$ cat src/rtl/add_result_stage_pkg.sv
// add_result_stage_pkg
// Shared types and constants for the adder result stage.
// WIDTH normally comes from `INPUTSIZE in the project-wide define.v. The guard
// below keeps this slice buildable on its own; when define.v is compiled
// first, its value takes precedence.
`ifndef INPUTSIZE
`define INPUTSIZE 8
`endif

package add_result_stage_pkg;

    localparam int FIFO_DEPTH = 2;
    localparam int COUNT_W    = 8;

    // Flags are captured at push time and travel with the stored sum.
    typedef struct packed {
        logic carry;
        logic zero;
        logic ovf;
    } add_flags_t;

endpackage

$ cat src/rtl/add_result_stage_flag_gen.sv
// add_flag_gen
// Purely combinational status flags for one adder result.
// Ports:
//   in_sum  [WIDTH:0]  adder output, with the carry-out in the MSB
//   a_msb, b_msb       sign bits of the operands that produced in_sum
//   carry              unsigned carry-out
//   zero               sum bits [WIDTH-1:0] are all zero
//   ovf                two's-complement overflow
module add_flag_gen #(
    parameter int WIDTH = `INPUTSIZE
) (
    input  logic [WIDTH:0] in_sum,
    input  logic           a_msb,
    input  logic           b_msb,
    output logic           carry,
    output logic           zero,
    output logic           ovf
);

    assign carry = in_sum[WIDTH];
    assign zero  = (in_sum[WIDTH-1:0] == '0);
    // Overflow occurs only when both operands share a sign and the result's sign differs.
    assign ovf   = (a_msb == b_msb) && (in_sum[WIDTH-1] != a_msb);

endmodule

$ cat src/rtl/add_result_stage.sv
// add_result_stage
// Two-entry FIFO that buffers adder results together with their flags, and
// counts the results delivered downstream.
// Ports:
//   clk, rst                  clock; asynchronous active-high reset
//   in_valid/in_ready         upstream handshake; in_ready depends on stored state only
//   in_sum, in_a_msb, in_b_msb  adder result and operand sign bits
//   out_valid/out_ready       downstream handshake for the head entry
//   out_sum, out_carry, out_zero, out_ovf  head entry; all zero while empty
//   out_count                 number of pops, modulo 256
module add_result_stage
    import add_result_stage_pkg::*;
#(
    parameter int WIDTH = `INPUTSIZE
) (
    input  logic               clk,
    input  logic               rst,
    input  logic               in_valid,
    output logic               in_ready,
    input  logic [WIDTH:0]     in_sum,
    input  logic               in_a_msb,
    input  logic               in_b_msb,
    output logic               out_valid,
    input  logic               out_ready,
    output logic [WIDTH-1:0]   out_sum,
    output logic               out_carry,
    output logic               out_zero,
    output logic               out_ovf,
    output logic [COUNT_W-1:0] out_count
);

    logic [WIDTH-1:0]   sum_mem_q  [FIFO_DEPTH];
    logic [WIDTH-1:0]   sum_mem_d  [FIFO_DEPTH];
    add_flags_t         flag_mem_q [FIFO_DEPTH];
    add_flags_t         flag_mem_d [FIFO_DEPTH];
    logic               wr_ptr_q, wr_ptr_d;
    logic               rd_ptr_q, rd_ptr_d;
    logic [1:0]         occ_q, occ_d;
    logic [COUNT_W-1:0] count_q, count_d;

    add_flags_t new_flags;
    logic       push;
    logic       pop;

    add_flag_gen #(.WIDTH(WIDTH)) u_flag_gen (
        .in_sum (in_sum),
        .a_msb  (in_a_msb),
        .b_msb  (in_b_msb),
        .carry  (new_flags.carry),
        .zero   (new_flags.zero),
        .ovf    (new_flags.ovf)
    );

    assign in_ready  = (occ_q != 2'd2);
    assign out_valid = (occ_q != 2'd0);
    assign push      = in_valid && in_ready;
    assign pop       = out_valid && out_ready;

    always_comb begin
        sum_mem_d  = sum_mem_q;
        flag_mem_d = flag_mem_q;
        wr_ptr_d   = wr_ptr_q;
        rd_ptr_d   = rd_ptr_q;
        count_d    = count_q;
        occ_d      = occ_q + {1'b0, push} - {1'b0, pop};

        if (push) begin
            sum_mem_d[wr_ptr_q]  = in_sum[WIDTH-1:0];
            flag_mem_d[wr_ptr_q] = new_flags;
            wr_ptr_d             = wr_ptr_q + 1'b1;
        end
        if (pop) begin
            rd_ptr_d = rd_ptr_q + 1'b1;
            count_d  = count_q + 1'b1;
        end
    end

    always_ff @(posedge clk or posedge rst) begin
        if (rst) begin
            for (int i = 0; i < FIFO_DEPTH; i++) begin
                sum_mem_q[i]  <= '0;
                flag_mem_q[i] <= '0;
            end
            wr_ptr_q <= 1'b0;
            rd_ptr_q <= 1'b0;
            occ_q    <= 2'd0;
            count_q  <= '0;
        end else begin
            sum_mem_q  <= sum_mem_d;
            flag_mem_q <= flag_mem_d;
            wr_ptr_q   <= wr_ptr_d;
            rd_ptr_q   <= rd_ptr_d;
            occ_q      <= occ_d;
            count_q    <= count_d;
        end
    end

    // The head is masked while empty so stale storage never reaches the outputs.
    always_comb begin
        out_sum   = '0;
        out_carry = 1'b0;
        out_zero  = 1'b0;
        out_ovf   = 1'b0;
        if (out_valid) begin
            out_sum   = sum_mem_q[rd_ptr_q];
            out_carry = flag_mem_q[rd_ptr_q].carry;
            out_zero  = flag_mem_q[rd_ptr_q].zero;
            out_ovf   = flag_mem_q[rd_ptr_q].ovf;
        end
    end

    assign out_count = count_q;

endmodule
$ cat config.mk
export PLATFORM = sky130hd
export DESIGN_NAME = add_result_stage
export DESIGN_NICKNAME = d
export VERILOG_FILES = /design/src/rtl/add_result_stage_pkg.sv /design/src/rtl/add_result_stage_flag_gen.sv /design/src/rtl/add_result_stage.sv
export SDC_FILE = /design/constraint.sdc
export NUM_CORES = 1
export LEC_CHECK = 0
export CAP_MARGIN = 15
export CORE_ASPECT_RATIO = 0.75
export CORE_UTILIZATION = 56
export CTS_BUF_LIST = sky130_fd_sc_hd__clkbuf_4
export CTS_CLUSTER_SIZE = 8
export DETAILED_ROUTE_END_ITERATION = 8
export HOLD_SLACK_MARGIN = 0.12
export PLACE_DENSITY = 0.92
export SKIP_CTS_REPAIR_TIMING = 1
export SLEW_MARGIN = 10
export SYNTH_ARGS = -nofsm -noshare
export SYNTH_HDL_FRONTEND = slang
export SYNTH_HIERARCHICAL = 1
export SYNTH_SLANG_ARGS = --single-unit
$ cat constraint.sdc
create_clock -name clk -period 2.5 [get_ports clk]
set_input_delay 0.25 -clock clk [delete_from_list [all_inputs] [get_ports clk]]
set_output_delay 0.25 -clock clk [all_outputs]
set_load 0.1 [all_outputs]
Yosys cells after proc, flatten, opt, wreduce, memory -nomap -nowiden
Cells that the tools add are included.
{ "op_classes": {"n_eq_ne": 3, "n_reduce_logical": 6, "n_lt_le_gt_ge": 3, "n_mux": 16, "addsub": 5, "bitwise_logic": 2} }
{ "op_table": {"columns": ["op", "n"], "rows": [
  ["8-bit two-way mux", 5],
  ["16-bit bitwise mux", 1],
  ["3-bit two-way mux", 4],
  ["8-bit by 1-bit adder with 8-bit output, second input constant", 1],
  ["8-bit demux with 1-bit select", 1],
  ["8-bit zero test", 1],
  ["6-bit bitwise mux", 1],
  ["2-bit greater-or-equal comparator, second input constant", 2],
  ["1-bit logical AND", 4],
  ["1-bit inverter with 2-bit output", 2],
  ["3-bit demux with 1-bit select", 1],
  ["1-bit two-way mux", 3],
  ["1-bit adder, second input constant", 2],
  ["2-bit by 1-bit adder with 2-bit output", 1],
  ["2-bit by 1-bit < comparator with 1-bit output, second input constant", 1],
  ["2-bit != test, second input constant", 1],
  ["2-bit nonzero test", 1],
  ["2-bit by 1-bit subtractor with 2-bit output", 1],
  ["1-bit == test", 1],
  ["1-bit != test", 1]
]} }
{ "word_totals": {"out_inout_bits": 21, "regBits": 34, "inputBits": 15, "wordCells": 47} }

Logic depth before layout (Yosys ltp)
{ "depth": {"depth_word": 6, "depth_mapped": 5, "depth_no_buf": 5} }

Modules after synthesis
The synthesis kept the hierarchy.
{ "modules_own_cells": {"columns": ["module", "instances", "cells_each", "seq_area_each_um2", "area_each_um2"], "rows": [
  ["add_result_stage", 1, 120, 850.8, 1606.5],
  ["add_flag_gen", 1, 7, 0.0, 43.8]
]} }

Worst setup path after synthesis
Ideal clock, no wire load.
{ "synth_path": {"path_kind": "register to output", "start": "reg occ_q[1]", "end": "out out_ovf", "stages_incl_launch_ff": 4, "setup_slack_ns": 0.237, "arrival_ns": 2.013, "required_time_ns": 2.250, "path_buffers": 1, "cell_sequence": "dfrtp_1 nor2_1 clkbuf_1 nor2_1"} }
{ "synth_between": {"elab_chain_len": 2} }
{ "synth_lines": {"columns": ["element", "line_no", "rtl"], "rows": [
  ["start, declared", "add_result_stage.sv:38", "logic [1:0] occ_q, occ_d;"],
  ["start signal, assigned", "add_result_stage.sv:86", "occ_q <= 2'd0;"],
  ["start signal, assigned", "add_result_stage.sv:93", "occ_q <= occ_d;"],
  ["2-bit nonzero test", "add_result_stage.sv:55", "assign out_valid = (occ_q != 2'd0);"],
  ["1-bit two-way mux", "add_result_stage.sv:104", "if (out_valid) begin"],
  ["end, declared", "add_result_stage.sv:28", "output logic out_ovf,"]
]} }
Every way passes these cells.

Worst setup path after layout
{ "layout_path": {"start": "reg rd_ptr_q", "end": "out out_sum[3]"} }
{ "layout_between": {"elab_chain_len": 5} }
{ "layout_lines": {"columns": ["element", "line_no", "rtl"], "rows": [
  ["start, declared", "add_result_stage.sv:37", "logic rd_ptr_q, rd_ptr_d;"],
  ["start signal, assigned", "add_result_stage.sv:92", "rd_ptr_q <= rd_ptr_d;"],
  ["1-bit inverter with 2-bit output (implied by the code)", "add_result_stage.sv:105", "out_sum = sum_mem_q[rd_ptr_q];"],
  ["8-bit two-way mux (implied by the code) (3 in a row)", "add_result_stage.sv:105", null],
  ["8-bit two-way mux", "add_result_stage.sv:104", null],
  ["end, declared", "add_result_stage.sv:25", "output logic [WIDTH-1:0] out_sum,"]
]} }
Every way passes these cells. The select of a mux whose other input is x is not followed.

==> metrics.txt <==
status finished, final reports clean; # diodes 0; register area share after synthesis 51.55%; met3 Use GR 5.374%; syn avg cell area 12.99 sq um; Syn. warnings 6; CTS tree built; slowest stage cell on the critical path dfrtp_1; crit end category output pin; Final Skew between 8 and 9 ps; wire per inst 16.17 microns; most common cell after layout, fill and taps aside dfrtp_1; Post-Syn Area ~1700 sq um; Buffers on Ports 35; Mapped Nets roughly 140; post-route design area about 2000 sq um; GR Util All Layers around a quarter; antenna viol nets, final 0; Core ar. 2703 sq um; number of remaining DRC errors 0; HP Class in2async; FMAX ~490 MHz; R2R Setup Slk between 900 and 1000 ps; Final Critical Period between 2000 and 2500 ps; Detail Placement HPWL 2386 microns; routability congestion estimate about 0.8; initial core utilization between 60% and 70%; CTS buffer count 5; CP Class reg2out; Sinks on Clock Net 34; share of cells above drive strength 1 33.13%; Clock Tree Buf Depth 2; max cap viols 0; cell count after synthesis between 100 and 150; arrival time at the worst endpoint between 1500 and 2000 ps; CP peak stage delay approximately 800 ps; Place WS 688.6 ps; Non-Filler Instances between 200 and 250; critical path, cell by cell mux2i_1, nor2_1, buf_4; htree depth 2; Vias/cell roughly 5.5; Startpoint Class flop; vias in the first global route 1,150; most frequent cells in the layout dfrtp_1 (34), buf_4 (23), nor2_1 (14), clkdlybuf4s50_1 (14), mux2_4 (12); via count 1,103; placed cell areas around 2000 sq um; DIE WIDTH about 65 microns; global-route wire length before repair roughly 5400 microns; root buf cell clkbuf_4; worst slew pin tran between 600 and 700 ps; First-pass DRT Iterations 4; #FFs+latches synth 34; Clock transition at path regs 100 ps; post-route setup TNS 0 ps; Final Hold Fails 0; Syn-to-layout area delta 22.21%; CP Data Required Time approximately 2300 ps; ratio of final minimum period to clock period around four fifths; post-layout worst setup margin roughly 470 ps; Routed WL roughly 3300 microns; routing usage on met2 38.95%; Most used DFF post-synth dfrtp_1; Critical Path Fanout Max 12; Post-synth EDFFs 0; post-synthesis cell type count 29; die area about 3200 sq um; unrepaired setup endpoints after global routing false; grt peak-use layer met2; fin. max-slew vios 0; die height between 40 and 50 microns; num rows 16; final setup vio count 0; Final nets between 150 and 200; I/O pin cnt 36; largest net degree at the start of global routing 35; initial antenna violation count 0; Placed Cells incl. Taps just under 200; slew margin rel. a little over half; clk_lat worst skew between 300 and 400 ps; met1 GRT Util between 20 and 30%; ys async rst share between 90% and 100%; violation count after the first detailed-route iteration 38; GR Overflow Total 0
==> layout make-up <==
cell class	instances	area [sq um]
repair buffers	37	312.8
fillers	179	685.7
inverters	2	7.507
clock inverters	2	10.01
multi-input cells	86	753.2
well taps	36	45.04
clock buffers	5	37.54
flip-flops and latches	34	850.8
==> metal layers <==
layer	wire, microns	part of all wire (%)	vias up
li1	-	-	518
met1	1437	44	555
met2	1647	50	26
met3	135	4.1	4
met4	47	1.4	0
met5	0	0	-
==> state kept, by name, indices dropped and copies added, names as in the netlist <==
signal	count
rd_ptr_q	1
flag_mem_q	6
wr_ptr_q	1
occ_q	2
out_count	8
sum_mem_q	16
==> worst paths after layout <==
kind | from | endpoint | depth (start not counted)
max in group asynchronous | rst | wr_ptr_q | 3
min | rst | out_count[7] | 3
max reg2reg | occ_q[0] | sum_mem_q[4] | 3
min in group clk | out_count[7] | out_count[7] | 1
min reg2reg | out_count[7] | out_count[7] | 1
max | rd_ptr_q | out_sum[3] | 3
==> critical path, delay by kind of cell, from the launching register on <==
family,cells,cell delay (ps)
DFF,1,800
buffers and inverters,1,310
muxes,1,180
and+or+nand+nor,1,150
==> cell families after synthesis <==
| logic type | share of synthesized area [%] |
|---|---|
| AOI/OAI and AO/OA | 1.668 |
| muxes | 24.41 |
| adders and majority gates | 1.516 |
| buffers and inverters | 2.805 |
| xor gates and xnor gates | 5.838 |
| DFF | 51.55 |
| and+or+nand+nor | 12.21 |
==> synthesized netlist by cell type (2+ instances only) <==
| cell | instances | share of area [%] |
|---|---|---|
| buf_6 | 2 | 1.4 |
| dfrtp_1 | 34 | 52 |
| ha_1 | 2 | 1.5 |
| inv_1 | 2 | 0.46 |
| mux2_2 | 10 | 6.8 |
| mux2_4 | 12 | 11 |
| mux2i_1 | 11 | 6.7 |
| nand2_1 | 7 | 1.6 |
| nand4_1 | 3 | 1.1 |
| nor2_1 | 14 | 3.2 |
| nor3_1 | 2 | 0.61 |
| or4_1 | 2 | 0.91 |
| xnor2_1 | 8 | 4.2 |
| xor2_1 | 3 | 1.6 |
==> per-stage QoR <==
step	hold slack [ps]	utilization [%]
2_1_floorplan	391.6	-
3_3_place_gp	458.0	72.87
3_5_place_dp	464.5	72.87
4_1_cts	300.0	74.63
5_1_grt	353.2	74.63
6_report	288.9	74.63
Power is left out: the tool's default activity adds up to more than one toggle a clock period on the data nets, which glitch-free logic cannot reach.
